**config.mk**
```make
export PLATFORM = sky130hd
export DESIGN_NAME = ddr2_cmd_arbiter
export DESIGN_NICKNAME = d
export VERILOG_FILES = /design/src/rtl/ddr2_pkg.sv /design/src/rtl/ddr2_rr_pick.sv /design/src/rtl/ddr2_cmd_arbiter.sv
export SDC_FILE = /design/constraint.sdc
export NUM_CORES = 1
export LEC_CHECK = 0
export CORE_MARGIN = 4
export CORE_UTILIZATION = 40
export DETAILED_ROUTE_END_ITERATION = 10
export GPL_ROUTABILITY_DRIVEN = 0
export PLACE_DENSITY = 0.82
export RECOVER_POWER = 100
export SYNTH_ARGS = -nofsm -noshare
export SYNTH_HDL_FRONTEND = slang
export SYNTH_SLANG_ARGS = --single-unit
export TNS_END_PERCENT = 5
```
**constraint.sdc**
```tcl
create_clock -name ck -period 2.6 [get_ports ck]
set_clock_uncertainty 0.15 [all_clocks]
set_input_delay 0.39 -clock ck [delete_from_list [all_inputs] [get_ports ck]]
set_output_delay 0.39 -clock ck [all_outputs]
set_load 0.02 [all_outputs]
```
**src/rtl/ddr2_pkg.sv**
```systemverilog
// DDR2 command encodings and default bus widths shared by the
// init sequencer, refresh engine, data engines and the bus arbiter.
package ddr2_pkg;

    localparam int DDR2_ADDR_BITS = 13;
    localparam int DDR2_BA_BITS   = 3;

    // {cs_n, ras_n, cas_n, we_n}
    localparam logic [3:0] CMD_NOP  = 4'b0111;
    localparam logic [3:0] CMD_PRE  = 4'b0010;
    localparam logic [3:0] CMD_AREF = 4'b0001;
    localparam logic [3:0] CMD_MRS  = 4'b0000;
    localparam logic [3:0] CMD_ACT  = 4'b0011;
    localparam logic [3:0] CMD_WR   = 4'b0100;
    localparam logic [3:0] CMD_RD   = 4'b0101;

    typedef enum logic [1:0] {
        ST_INIT,
        ST_IDLE,
        ST_BUSY
    } arb_state_t;

endpackage

```
**src/rtl/ddr2_rr_pick.sv**
```systemverilog
// Round-robin pick among the data-engine channels 1..NUM_CH-1,
// starting the scan at rr_ptr and wrapping back to channel 1.
module ddr2_rr_pick #(
    parameter  int NUM_CH = 4,
    localparam int PTR_W  = $clog2(NUM_CH)
) (
    input  logic [NUM_CH-1:1] req,
    input  logic [PTR_W-1:0]  rr_ptr,
    output logic [NUM_CH-1:1] pick,
    output logic              valid
);

    function automatic int slot(input logic [PTR_W-1:0] p,
                                input int off);
        int s;
        s = int'(p) + off;
        if (s >= NUM_CH) begin
            s = s - (NUM_CH - 1);
        end
        return s;
    endfunction

    always_comb begin
        pick  = '0;
        valid = 1'b0;
        for (int off = 0; off < NUM_CH - 1; off++) begin
            for (int i = 1; i < NUM_CH; i++) begin
                if (!valid && req[i] && slot(rr_ptr, off) == i) begin
                    pick[i] = 1'b1;
                    valid   = 1'b1;
                end
            end
        end
    end

endmodule

```
**src/rtl/ddr2_cmd_arbiter.sv**
```systemverilog
// DDR2 command-bus arbiter: init owns the bus until init_end, then
// refresh (ch0) has fixed priority and ch1.. share round-robin.
module ddr2_cmd_arbiter
    import ddr2_pkg::*;
#(
    parameter int ADDR_BITS = DDR2_ADDR_BITS,
    parameter int BA_BITS   = DDR2_BA_BITS,
    parameter int NUM_CH    = 4,
    parameter int HOLD_MAX  = 1024
) (
    input  logic                        ck,
    input  logic                        rst_n,
    input  logic                        init_cke,
    input  logic [3:0]                  init_cmd,
    input  logic [BA_BITS-1:0]          init_ba,
    input  logic [ADDR_BITS-1:0]        init_addr,
    input  logic                        init_end,
    input  logic [NUM_CH-1:0]           ch_req,
    input  logic [NUM_CH-1:0]           ch_end,
    input  logic [4*NUM_CH-1:0]         ch_cmd,
    input  logic [BA_BITS*NUM_CH-1:0]   ch_ba,
    input  logic [ADDR_BITS*NUM_CH-1:0] ch_addr,
    output logic [NUM_CH-1:0]           ch_gnt,
    output logic                        ddr2_cke,
    output logic                        ddr2_cs_n,
    output logic                        ddr2_ras_n,
    output logic                        ddr2_cas_n,
    output logic                        ddr2_we_n,
    output logic [BA_BITS-1:0]          ddr2_ba,
    output logic [ADDR_BITS-1:0]        ddr2_addr,
    output logic                        err_hold
);

    localparam int PTR_W = $clog2(NUM_CH);
    localparam int CNT_W = $clog2(HOLD_MAX + 1);

    localparam logic [PTR_W-1:0] PTR_FIRST = PTR_W'(1);
    localparam logic [PTR_W-1:0] PTR_LAST  = PTR_W'(NUM_CH - 1);
    localparam logic [CNT_W-1:0] CNT_ERR   = CNT_W'(HOLD_MAX - 1);
    localparam logic [CNT_W-1:0] CNT_SAT   = CNT_W'(HOLD_MAX);

    arb_state_t            state_q, state_d;
    logic [NUM_CH-1:0]     gnt_q, gnt_d;
    logic [PTR_W-1:0]      rr_ptr_q, rr_ptr_d;
    logic [CNT_W-1:0]      hold_cnt_q, hold_cnt_d;
    logic [3:0]            cmd_q, cmd_d;
    logic [BA_BITS-1:0]    ba_q, ba_d;
    logic [ADDR_BITS-1:0]  addr_q, addr_d;
    logic                  cke_q, cke_d;
    logic                  err_q, err_d;

    logic [NUM_CH-1:1]     rr_pick;
    logic                  rr_valid;
    logic [PTR_W-1:0]      rr_win;
    logic [PTR_W-1:0]      rr_next;

    logic [3:0]            own_cmd;
    logic [BA_BITS-1:0]    own_ba;
    logic [ADDR_BITS-1:0]  own_addr;
    logic                  own_end;

    ddr2_rr_pick #(
        .NUM_CH (NUM_CH)
    ) u_rr_pick (
        .req    (ch_req[NUM_CH-1:1]),
        .rr_ptr (rr_ptr_q),
        .pick   (rr_pick),
        .valid  (rr_valid)
    );

    always_comb begin
        rr_win = PTR_FIRST;
        for (int i = 1; i < NUM_CH; i++) begin
            if (rr_pick[i]) begin
                rr_win = PTR_W'(i);
            end
        end
        rr_next = (rr_win == PTR_LAST) ? PTR_FIRST
                                       : rr_win + PTR_FIRST;
    end

    // Current owner's bundle, selected by the one-hot grant.
    always_comb begin
        own_cmd  = CMD_NOP;
        own_ba   = '0;
        own_addr = '0;
        for (int i = 0; i < NUM_CH; i++) begin
            if (gnt_q[i]) begin
                own_cmd  = ch_cmd[4*i +: 4];
                own_ba   = ch_ba[BA_BITS*i +: BA_BITS];
                own_addr = ch_addr[ADDR_BITS*i +: ADDR_BITS];
            end
        end
        own_end = |(ch_end & gnt_q);
    end

    always_comb begin
        state_d    = state_q;
        gnt_d      = gnt_q;
        rr_ptr_d   = rr_ptr_q;
        hold_cnt_d = hold_cnt_q;
        cmd_d      = cmd_q;
        ba_d       = ba_q;
        addr_d     = addr_q;
        cke_d      = init_cke;
        err_d      = 1'b0;

        unique case (state_q)
            ST_INIT: begin
                if (init_end) begin
                    state_d = ST_IDLE;
                    cmd_d   = CMD_NOP;
                end else begin
                    cmd_d  = init_cmd;
                    ba_d   = init_ba;
                    addr_d = init_addr;
                end
            end
            ST_IDLE: begin
                cmd_d = CMD_NOP;
                if (ch_req[0]) begin
                    state_d    = ST_BUSY;
                    gnt_d      = NUM_CH'(1);
                    hold_cnt_d = '0;
                end else if (rr_valid) begin
                    state_d    = ST_BUSY;
                    gnt_d      = {rr_pick, 1'b0};
                    rr_ptr_d   = rr_next;
                    hold_cnt_d = '0;
                end
            end
            ST_BUSY: begin
                if (own_end) begin
                    state_d = ST_IDLE;
                    gnt_d   = '0;
                    cmd_d   = CMD_NOP;
                end else begin
                    cmd_d  = own_cmd;
                    ba_d   = own_ba;
                    addr_d = own_addr;
                end
                // Saturating at HOLD_MAX makes the error a single pulse.
                err_d = (hold_cnt_q == CNT_ERR);
                if (hold_cnt_q != CNT_SAT) begin
                    hold_cnt_d = hold_cnt_q + CNT_W'(1);
                end
            end
            default: begin
                state_d = ST_INIT;
                gnt_d   = '0;
                cmd_d   = CMD_NOP;
            end
        endcase
    end

    always_ff @(posedge ck or negedge rst_n) begin
        if (!rst_n) begin
            state_q    <= ST_INIT;
            gnt_q      <= '0;
            rr_ptr_q   <= PTR_FIRST;
            hold_cnt_q <= '0;
            cmd_q      <= CMD_NOP;
            ba_q       <= '0;
            addr_q     <= '0;
            cke_q      <= 1'b0;
            err_q      <= 1'b0;
        end else begin
            state_q    <= state_d;
            gnt_q      <= gnt_d;
            rr_ptr_q   <= rr_ptr_d;
            hold_cnt_q <= hold_cnt_d;
            cmd_q      <= cmd_d;
            ba_q       <= ba_d;
            addr_q     <= addr_d;
            cke_q      <= cke_d;
            err_q      <= err_d;
        end
    end

    assign ch_gnt     = gnt_q;
    assign ddr2_cke   = cke_q;
    assign ddr2_cs_n  = cmd_q[3];
    assign ddr2_ras_n = cmd_q[2];
    assign ddr2_cas_n = cmd_q[1];
    assign ddr2_we_n  = cmd_q[0];
    assign ddr2_ba    = ba_q;
    assign ddr2_addr  = addr_q;
    assign err_hold   = err_q;

endmodule

```
==> qor.yml <==
grt_max_degree: 42
route.met2.wl_um: 4468
start_util_pct: 41.14
drt_iter0_markers: 172
layout_min_cycle_time_ns: 2.238
io_pins: 138
ys_warn_count: 0
grt_pass1_wl_um: 13580
path_clk_slew_ns: 0.08
async_flop_share_pct: 100.0
drtPass1Iterations: 5
syn_inst: 313
power_mw: 3.972
peakVddDrop_uv: 523.9
hold_class: "primary input to async pin"
synth_area_leader_cell: "dfrtp_1"
clock_tree.root_cell: "clkbuf_8"
ant_nets: 0
grt-ovfl-total: 0
yosysUniqueCellTypes: 44
synth_area_leaders: "dfrtp_1 (35%), o21ai_0 (7.5%), a21oi_1 (5.9%)"
first_global_vias: 2826
cp_num_cells: 7
fmax_ghz: 0.4469
die_h_um: 88.82
wl_met1_um: 3506
crit_buf_inv: 1
final.period_utilization_pct: 86.07
yosys.area.top_type_share_pct: 35.44
setup_viol: 0
slowest_stage: "dfstp_1"
ys_seq_area_share_pct: 39.46
layout.nets: 561
syn_area_per_cell_um2: 8.347
post_cts.repair.setup_buffers: 0
area_growth_pct: 59.24
rr_worst_depth: 7
drive_gt1_share_pct: 6.292
dp_hpwl_um: 6917
io_buffers: 137
arrival_ns: 2.23
clock-sinks: 41
clock_latency_ns: 0.29
path_max_fanout: 11
via_count: 3004
cp.required_ns: 2.59
antenna_found_initial: 0
ys_ff_latch: 41
power.leakage_nw: 1.746
cts_tree: "done"
top_layer_used: "met4"
clockBufferDepth: 2
synthesis.nets: 430
crit_chain: "inv_1, ha_1, a21oi_1, o21ai_2, nor4b_4, a21oi_2, a31oi_1"
yosys-top-cells-count: "o21ai_0 (39), dfrtp_1 (37), a21oi_1 (31), nand2_1 (31), inv_1 (24)"
netlist_area_mm2: 0.002613
routed_wl_um: 9033
die_x_um: 88.82
cts_resized: 0
worstSetupStartpointType: "flip-flop"
wl_met3_um: 987
tightest_slew_ns: 0.9231
outcome: "completed"
synth_enable_flop_cells: 0
max_slew_margin_pct: 38.46
power_density_mw_per_mm2: 954.8
post_drt_wl_per_cell_um: 17.30
final-max-slew-violation-count: 0
core_area_mm2: 0.006350
holdWs_ns: 0.08406
maxCapViolCount: 0
worst-setup-path-type: "flip-flop to flip-flop"
n_antenna_cell: 0
synth_flop_cell: "dfrtp_1"
cp-end-kind: "flip-flop"
fp.dieArea_mm2: 0.007888
rsz0062_at_grt: "no"
drcViolationCount: 0
cp_top_family: "compound AO/OA/AOI/OAI gates"
numCtsBuffers: 5
viasPerCell: 5.755
grt.total_usage_pct: 22.08
rows: 29
synth.most_common_cell: "o21ai_0"
cts_hold_buf: 0
final.setup.tns_ns: 0
htreeDepth: 2
finalHoldViolCount: 0
slowest_delay_ns: 0.56
[through the flow]
stage	instances	area (um2)	worst slack, ns	utilization (%)
floorplan	313	2613	0.6044	-
global placement	514	4049	0.3494	63.76
detailed placement	514	4049	0.2477	63.76
CTS	522	4160	0.3799	65.52
global route	522	4160	0.1836	65.52
finish	522	4160	0.3622	65.52
[worst paths after layout]
kind | slack [ns] | end | startpoint
max in group asynchronous | 1.64 | ddr2_addr[12] | rst_n
hold / removal | 0.08 | hold_cnt_q[3] | rst_n
setup / recovery | 0.36 | hold_cnt_q[7] | rr_ptr_q[0]
setup reg to reg | 0.36 | hold_cnt_q[7] | rr_ptr_q[0]
min in group ck | 0.33 | ddr2_addr[4] | ddr2_addr[4]
hold reg to reg | 0.33 | ddr2_addr[4] | ddr2_addr[4]
[cells in the final DEF, fill, tap and decap left out, types with 4 or more instances in the layout]
| cell type | n |
|---|---|
| a31oi_1 | 10 |
| ha_1 | 5 |
| a21oi_1 | 31 |
| nor2_1 | 14 |
| a221oi_1 | 17 |
| dfrtp_1 | 37 |
| nor3_1 | 6 |
| nand2_1 | 31 |
| a21o_1 | 4 |
| clkbuf_8 | 5 |
| buf_4 | 9 |
| inv_1 | 24 |
| dlygate4sd3_1 | 27 |
| a221o_1 | 15 |
| nand3_1 | 6 |
| o21ai_0 | 48 |
| clkdlybuf4s50_1 | 109 |
[registers in the layout (all words and copies together) (netlist names), 2 cells and up]
name,cells
hold_cnt_q,11
cmd_q,4
state_q,2
ddr2_ba,3
ddr2_addr,13
ch_gnt,4
rr_ptr_q,2
[where the power goes]
| group | switching, mW | total, mW | internal [mW] |
|---|---|---|---|
| Sequential | 0.220 | 1.14 | 0.918 |
| Combinational | 1.34 | 2.33 | 0.982 |
| Clock | 0.219 | 0.507 | 0.288 |
[kinds of logic after synthesis]
kind of cell / share of synthesized area [%]
AO/OA/AOI/OAI: 35.82
multiplexers: 0.3832
adder cells (fa/ha/maj): 2.395
flip-flops: 39.46
buffers and inverters: 7.136
AND/OR/NAND/NOR: 14.80
[area by class of cell]
cell class	instances	area (um2)
Fill cell	537	2190
Timing Repair Buffer	146	1434
Multi-Input combinational cell	226	1398
Sequential cell	41	1031
Tap cell	77	96.34
Inverter	24	90.09
Clock buffer	6	72.57
Clock inverter	2	38.79
[routing by layer]
| metal | vias up | track usage (%) |
|---|---|---|
| met1 | 1427 | 26.90 |
| met5 | - | 0 |
| met2 | 132 | 39.00 |
| met3 | 9 | 6.145 |
| li1 | 1436 | - |
| met4 | 0 | 4.396 |
Power figures use the tool's default switching activity.
